===== src/rtl/bitbuf_sched.sv =====
// Arbitrates coder (A) and header (B) words into the entropy bit buffer, pacing
// writes around the buffer's busy latency, byte-aligning before B and flushing at end of scan.
module bitbuf_sched #(
    parameter int LEN_W   = 5,
    parameter bit B_ALIGN = 1'b1
) (
    input  logic             clk,
    input  logic             rst,
    input  logic             i_wait,
    input  logic             i_a_valid,
    input  logic [15:0]      i_a_data,
    input  logic [LEN_W-1:0] i_a_len,
    input  logic             i_a_last,
    output logic             o_a_ready,
    input  logic             i_b_valid,
    input  logic [15:0]      i_b_data,
    input  logic [LEN_W-1:0] i_b_len,
    output logic             o_b_ready,
    input  logic             i_bb_busy,
    output logic             o_bb_w_en,
    output logic [15:0]      o_bb_data,
    output logic [7:0]       o_bb_datalength,
    output logic             o_bb_r_en,
    output logic             o_bb_wait,
    output logic             o_eos,
    output logic             o_idle
);

    typedef enum logic [2:0] {IDLE, ISSUE, GUARD, DRAIN, FLUSH, FGAP} state_t;

    state_t      state_q, state_d;
    logic [2:0]  bit_cnt_q, bit_cnt_d;
    logic        pend_last_q, pend_last_d;
    logic [15:0] data_q, data_d;
    logic [7:0]  len_q, len_d;
    logic        a_ready, b_ready;
    logic [4:0]  a_len_sat, b_len_sat;

    function automatic logic [4:0] sat_len(input logic [LEN_W-1:0] l);
        if (32'(l) > 32'd16)
            return 5'd16;
        return 5'(l);
    endfunction

    function automatic logic [15:0] mask_data(input logic [15:0] d, input logic [4:0] n);
        logic [16:0] m;
        m = (17'd1 << n) - 17'd1;
        return d & m[15:0];
    endfunction

    assign a_len_sat = sat_len(i_a_len);
    assign b_len_sat = sat_len(i_b_len);

    always_comb begin
        state_d     = state_q;
        bit_cnt_d   = bit_cnt_q;
        pend_last_d = pend_last_q;
        data_d      = data_q;
        len_d       = len_q;
        a_ready     = 1'b0;
        b_ready     = 1'b0;

        case (state_q)
            IDLE: begin
                if (i_b_valid) begin
                    if (bit_cnt_q == 3'd0 || !B_ALIGN) begin
                        b_ready   = 1'b1;
                        data_d    = mask_data(i_b_data, b_len_sat);
                        len_d     = {3'b000, b_len_sat};
                        bit_cnt_d = bit_cnt_q + b_len_sat[2:0];
                        state_d   = (b_len_sat == 5'd0) ? DRAIN : ISSUE;
                    end else if (!i_bb_busy) begin
                        // Alignment flush first; B is re-arbitrated on return to IDLE.
                        state_d = FLUSH;
                    end
                end else if (i_a_valid) begin
                    a_ready     = 1'b1;
                    pend_last_d = i_a_last;
                    data_d      = mask_data(i_a_data, a_len_sat);
                    len_d       = {3'b000, a_len_sat};
                    bit_cnt_d   = bit_cnt_q + a_len_sat[2:0];
                    state_d     = (a_len_sat == 5'd0) ? DRAIN : ISSUE;
                end
            end
            ISSUE: state_d = GUARD;
            GUARD: state_d = DRAIN;
            DRAIN: begin
                if (!i_bb_busy)
                    state_d = pend_last_q ? FLUSH : IDLE;
            end
            FLUSH: begin
                bit_cnt_d = 3'd0;
                state_d   = FGAP;
            end
            FGAP: begin
                pend_last_d = 1'b0;
                state_d     = IDLE;
            end
            default: state_d = IDLE;
        endcase

        // A downstream stall freezes everything, including the handshake.
        if (i_wait) begin
            state_d     = state_q;
            bit_cnt_d   = bit_cnt_q;
            pend_last_d = pend_last_q;
            data_d      = data_q;
            len_d       = len_q;
            a_ready     = 1'b0;
            b_ready     = 1'b0;
        end
    end

    always_ff @(posedge clk or posedge rst) begin
        if (rst) begin
            state_q     <= IDLE;
            bit_cnt_q   <= 3'd0;
            pend_last_q <= 1'b0;
            data_q      <= 16'd0;
            len_q       <= 8'd0;
        end else begin
            state_q     <= state_d;
            bit_cnt_q   <= bit_cnt_d;
            pend_last_q <= pend_last_d;
            data_q      <= data_d;
            len_q       <= len_d;
        end
    end

    assign o_a_ready       = a_ready;
    assign o_b_ready       = b_ready;
    assign o_bb_w_en       = (state_q == ISSUE);
    assign o_bb_data       = data_q;
    assign o_bb_datalength = len_q;
    assign o_bb_r_en       = (state_q == FLUSH) && (bit_cnt_q != 3'd0);
    assign o_bb_wait       = i_wait;
    // pend_last is only ever set while a last word is in flight, so it marks the end-of-scan flush.
    assign o_eos           = (state_q == FGAP) && pend_last_q;
    assign o_idle          = (state_q == IDLE) && !i_a_valid && !i_b_valid;

endmodule


===== config.mk =====
export PLATFORM = sky130hd
export DESIGN_NAME = bitbuf_sched
export DESIGN_NICKNAME = d
export VERILOG_FILES = /design/src/rtl/bitbuf_sched.sv
export SDC_FILE = /design/constraint.sdc
export NUM_CORES = 1
export LEC_CHECK = 0
export CAP_MARGIN = 15
export CORE_MARGIN = 2
export CORE_UTILIZATION = 45
export CTS_CLUSTER_SIZE = 10
export DETAILED_ROUTE_END_ITERATION = 16
export PLACE_DENSITY_LB_ADDON = 0.08
export SLEW_MARGIN = 0
export SYNTH_ARGS = -nofsm -noshare
export SYNTH_HDL_FRONTEND = slang
export SYNTH_SLANG_ARGS = --single-unit

===== constraint.sdc =====
create_clock -name clk -period 2.23 [get_ports clk]
set_input_delay 0.446 -clock clk [delete_from_list [all_inputs] [get_ports clk]]
set_output_delay 0.446 -clock clk [all_outputs]
set_load 0.02 [all_outputs]

# After elaboration in Yosys (flattened, before gate mapping)
# Index checks and enable logic that the tools add are counted.
dict set report classes {
  n_addsub 4
  order_cmp 2
  eq_ne 12
  shift 2
  n_mux 36
  n_bitwise 3
  n_reduce_logical 18
}
# op count
set op_table {}
lappend op_table {{$mux W16} 3}
lappend op_table {{$and A16 B16 Y16} 2}
lappend op_table {{$shl A1 B5 Y16 const A} 2}
lappend op_table {{$sub A16 B1 Y16 const B} 2}
lappend op_table {{$mux W3} 9}
lappend op_table {{$mux W8} 3}
lappend op_table {{$mux W5} 4}
lappend op_table {{$reduce_and A4 Y1} 4}
lappend op_table {{$pmux W3 S5} 1}
lappend op_table {{$mux W1} 12}
lappend op_table {{$gt A5 B5 Y1 const B} 2}
lappend op_table {{$logic_not A5 Y1} 2}
lappend op_table {{$add A3 B3 Y3} 2}
lappend op_table {{$eq A3 B2 Y1 const B} 2}
lappend op_table {{$eq A3 B3 Y1 const B} 2}
lappend op_table {{$logic_not A3 Y1} 2}
lappend op_table {{$ne A2 B2 Y1 const B} 3}
lappend op_table {{$ne A3 B3 Y1 const B} 2}
lappend op_table {{$pmux W3 S2} 1}
lappend op_table {{$reduce_bool A2 Y1} 3}
lappend op_table {{$logic_and A1 B1 Y1} 4}
lappend op_table {{$mux W2} 2}
lappend op_table {{$ne A4 B4 Y1 const B} 1}
lappend op_table {{$eq A3 B1 Y1 const B} 1}
lappend op_table {{5 further kinds} 6}
dict set report word_totals {
  ff_bits 31
  wordCells 82
}

# Logic depth before layout (Yosys ltp)
dict set report logic_depth {
  depth_word 8
  ltp_mapped 11
  ltp_nobuf 8
}

# Least setup slack after synthesis
# Ideal clock, no wire load.
dict set report synth_timing {
  path_kind {input-to-reg}
  startpoint {in i_a_len[4]}
  endpoint {reg data_q[10], in the netlist o_bb_data[10]}
  setup_ns 0.082
  arrival_ns 2.413
  required_time_ns 2.148
  setup_slack_ns -0.264
  path_stages 8
  path_buffers 1
  cell_sequence {clkbuf_1 -> or4b_2 -> ha_1 -> or3_1 -> o21ai_0 -> nand2_1 -> a211o_1 -> a31oi_1}
}
dict set report synth_between {
  elab_chain_len 8
}
# element line_no
set synth_rtl {}
lappend synth_rtl {{start, declared} 12} ;# input logic [LEN_W-1:0] i_a_len,
lappend synth_rtl {{$gt A5 B5 Y1} 40} ;# if (32'(l) > 32'd16)
lappend synth_rtl {{$mux W1} 40}
lappend synth_rtl {{$mux W5 (*)} 42} ;# return 5'(l);
lappend synth_rtl {{$shl A1 B5 Y16 (*)} 47} ;# m = (17'd1 << n) - 17'd1;
lappend synth_rtl {{$sub A16 B1 Y16 (*)} 47}
lappend synth_rtl {{$and A16 B16 Y16 (*)} 48} ;# return d & m[15:0];
lappend synth_rtl {{$mux W16 (*)} 76} ;# end else if (i_a_valid) begin
lappend synth_rtl {{$mux W16 (*)} 65} ;# if (i_b_valid) begin
lappend synth_rtl {{end signal, assigned} 125} ;# data_q <= data_d;
lappend synth_rtl {{end, declared} 34} ;# logic [15:0] data_q, data_d;
# Mark *: on every way between the ends. The rest lies on a longest branch, timed or not. The select of a mux whose other input is x is not followed.
# A chain may end at the register's enable or synchronous reset.

# Worst setup path after layout
dict set report layout_timing {
  startpoint {in i_wait}
  endpoint {out o_b_ready}
}
dict set report layout_between {
  elab_chain_len 1
}
# element line_no
set layout_rtl {}
lappend layout_rtl {{start, declared} 9} ;# input logic i_wait,
lappend layout_rtl {{$mux W1} 103} ;# if (i_wait) begin
lappend layout_rtl {{end, declared} 18} ;# output logic o_b_ready,
# No other way between the ends.

==> metrics <==
port bufs=76; Iter 0 DRT Violations=about 180; Hold WC Path Type=register to register; Diodes inserted=0; Setup crit end=o_b_ready; Initial Utilization=0.4656; Die Wd=about 74 um; proportion of layout cells with a drive suffix above 1=0.1995; Int Pwr=1.813 mW; Yosys top cell by area=dfrtp_1; hold_buf cts=0; Tot Pwr=between 2 and 3 mW; Distinct cells, synth=55; WS Path Type=input pin to output pin; H-tree Lvls=1; Slowest Stage Delay on Critical Path=between 0.4 and 0.5 ns; clk buf depth=2; switching share of power=0.3931; data required time at the worst endpoint=about 1.8 ns; Worst Min Path Start=o_bb_datalength[4]; VDD IR max=slightly below 400 uV; PwrDens=868.5 nW/um2; routability cong.=between 0.8 and 0.9; share of the yosys chip area belonging to registers=0.3207; Clk network pwr share=0.137; final worst path period share=0.9742; Reg power frac=0.296; number of synthesized flops with an enable pin=0; initial antenna violation count=0; antenna viol nets, final=0; Comb power frac=0.567; delay-heaviest family, CP=buffers and inverters; Num CTS Buffers=3; Die ar.=between 5000 and 6000 um2; FF-to-FF path depth=6; CP Buf/Inv Count=2; vias=approximately 2,600; largest net degree at the start of global routing=29; syn avg cell area=7.612 um2; crit start category=input pin; Crit path depth=4; crit-path max FO=3; 1st-pass router iterations=4; final hold viol count=0; Final Max Tran Viols=0; P&R area growth vs syn=57.45%; max cap viols=0; reg2reg setup slack=0.25 ns; Final Skew=0.001432 ns; num ports=80; CTS tree=built; Mapped Area=between 2000 and 2500 um2; final setup TNS=0 ns; Worst EP arrival=approximately 1.7 ns; final core occ=0.7331; commonest cells in the netlist=nand2_1 (35), dfrtp_1 (28), o21ai_0 (25); Slowest-stage cell, CP=clkdlybuf4s50_1; crit-path cells=clkdlybuf4s50_1 > or3_4 > nor3_1 > dlygate4sd2_1; remaining global-route overflow=0; Critical Path End Type=output pin; Crit. Startpoint=i_wait; fmax=~460 MHz; synth top area cells=dfrtp_1 (32%), nand2_1 (6.0%), o21ai_0 (5.7%); Synth top area share=0.3207; Main synth FF type=dfrtp_1; Ys Warns=0; hpwl dp=~5000 um; Core Region=4692 um2; Switch Pwr=approximately 1.2 mW; Final Setup Violations=0; Sink Count=28; Skew-Pair Late Insertion Delay=between 0.2 and 0.3 ns; final wirelength=about 6800 um; vias per std cell=slightly below 6; worst hold slack=about 0.5 ns; async set-reset flop share out of synthesis=1.000; post-synthesis register bit count=28; drt drc=0; first-pass GRT wire length=10,750 um; CTS root buffer=clkbuf_8; reg2reg start=bit_cnt_q[2]; placed insts=roughly 440; final non-filler cell total=~450; Rows=25; vias in the first global route=2,277; outcome=complete, no violations; # nets final=between 400 and 500; r2r endpoint=state_q[1]; Final Critical Period=2.172 ns; most numerous cell in the Yosys netlist=nand2_1; die height=73.68 um; gr usage total=0.2538; synthesized instance count=287; filler cell count=approximately 380; Worst-path clk slew=around 0.10 ns; Pleak=1.518 nW; wire per inst=between 15 and 20 um
-- area by class of cell --
class	count	area, um2	area share
clock buffer	3	41.29	0.01200
tap	54	67.56	0.01964
inverter	9	33.78	0.009822
timing repair buffer	128	1146	0.3332
sequential	28	700.7	0.2037
multi-input combinational	222	1420	0.4129
clock inverter	1	30.03	0.008730
-- per-layer routing --
metal / GRT usage / vias to the layer above / wire length [um]
met5: 0 / - / 0
met4: 0.06869 / 0 / 102
met3: 0.02058 / 10 / 379
met2: 0.4306 / 93 / 3411
met1: 0.3471 / 1227 / 2859
li1: - / 1241 / -
-- timing repair --
action | 4_1_cts | 5_1_grt
setup buffers | 1 | 2
pin swaps | 6 | 10
endpoints found under the setup margin | 11 | 10
endpoints found under the hold margin | 0 | 0
gates resized for setup | 20 | 22
-- worst register-to-register path: cells and delay by family (launching register included) --
kind | cells | cell delay, ns
AO/OA/AOI/OAI | 3 | 0.68
buffers and inverters | 1 | 0.17
flip-flops | 1 | 0.42
multiplexers | 1 | 0.17
AND/OR/NAND/NOR | 1 | 0.44
-- worst min path at each step --
stage	slack, ns	cells past startpoint	endpoint
2_1_floorplan	0.49	2	bit_cnt_q[1]
5_1_grt	0.54	2	o_bb_data[15]
3_5_place_dp	0.47	2	o_bb_datalength[4]
4_1_cts	0.50	2	o_bb_datalength[1]
3_3_place_gp	0.46	2	o_bb_datalength[0]
6_report	0.49	2	o_bb_datalength[4]
-- sequential cells by signal, summed over array words and instances (netlist names) --
register / flops
bit_cnt_q: 3
o_bb_data: 16
o_bb_datalength: 5
pend_last_q: 1
state_q: 3
-- per-stage QoR --
step                area, um2  setup WS, ns
global placement         3273       -0.4191
finish                   3440       0.05752
detailed placement       3273       -0.4784
floorplan                2217      -0.04162
global route             3440     -0.004193
CTS                      3381     0.0004865
-- power by group through the flow --
stage | clock (mW) | combinational (mW) | sequential [mW]
floorplan | 0 | 0.673 | 1.09
finish | 0.410 | 1.69 | 0.885
detailed placement | 0 | 1.70 | 0.894
global route | 0.434 | 1.85 | 0.916
CTS | 0.413 | 1.70 | 0.884
global placement | 0 | 1.66 | 0.889
-- logic make-up (layout without fill, tap and decap cells) --
kind of cell             count (synthesis)  count (layout)  share of synthesized area
adder cells (fa/ha/maj)                  4               4                    0.02635
multiplexers                             4               4                    0.01890
XOR/XNOR                                 3               3                    0.01203
AND/OR/NAND/NOR                        114             114                     0.2646
AO/OA/AOI/OAI                           94              94                     0.2795
buffers and inverters                   39             141                    0.07617
other                                    1               3                   0.001717
flip-flops                              28              28                     0.3207
-- cells in the final DEF (no fill, tap or decap), drive strengths merged, types with 5 or more instances in the layout --
master and n:
nand3 5, buf 53, nand2 35, clkbuf 5
dlymetal6s2s 6, dfrtp 28, a31oi 12, clkdlybuf4s50 60
inv 9, nor3 13, or3 6, nor2 22
nand2b 5, a21oi 15, o21ai 26, nand3b 7
Note: power is estimated with default switching activity, not from simulation.
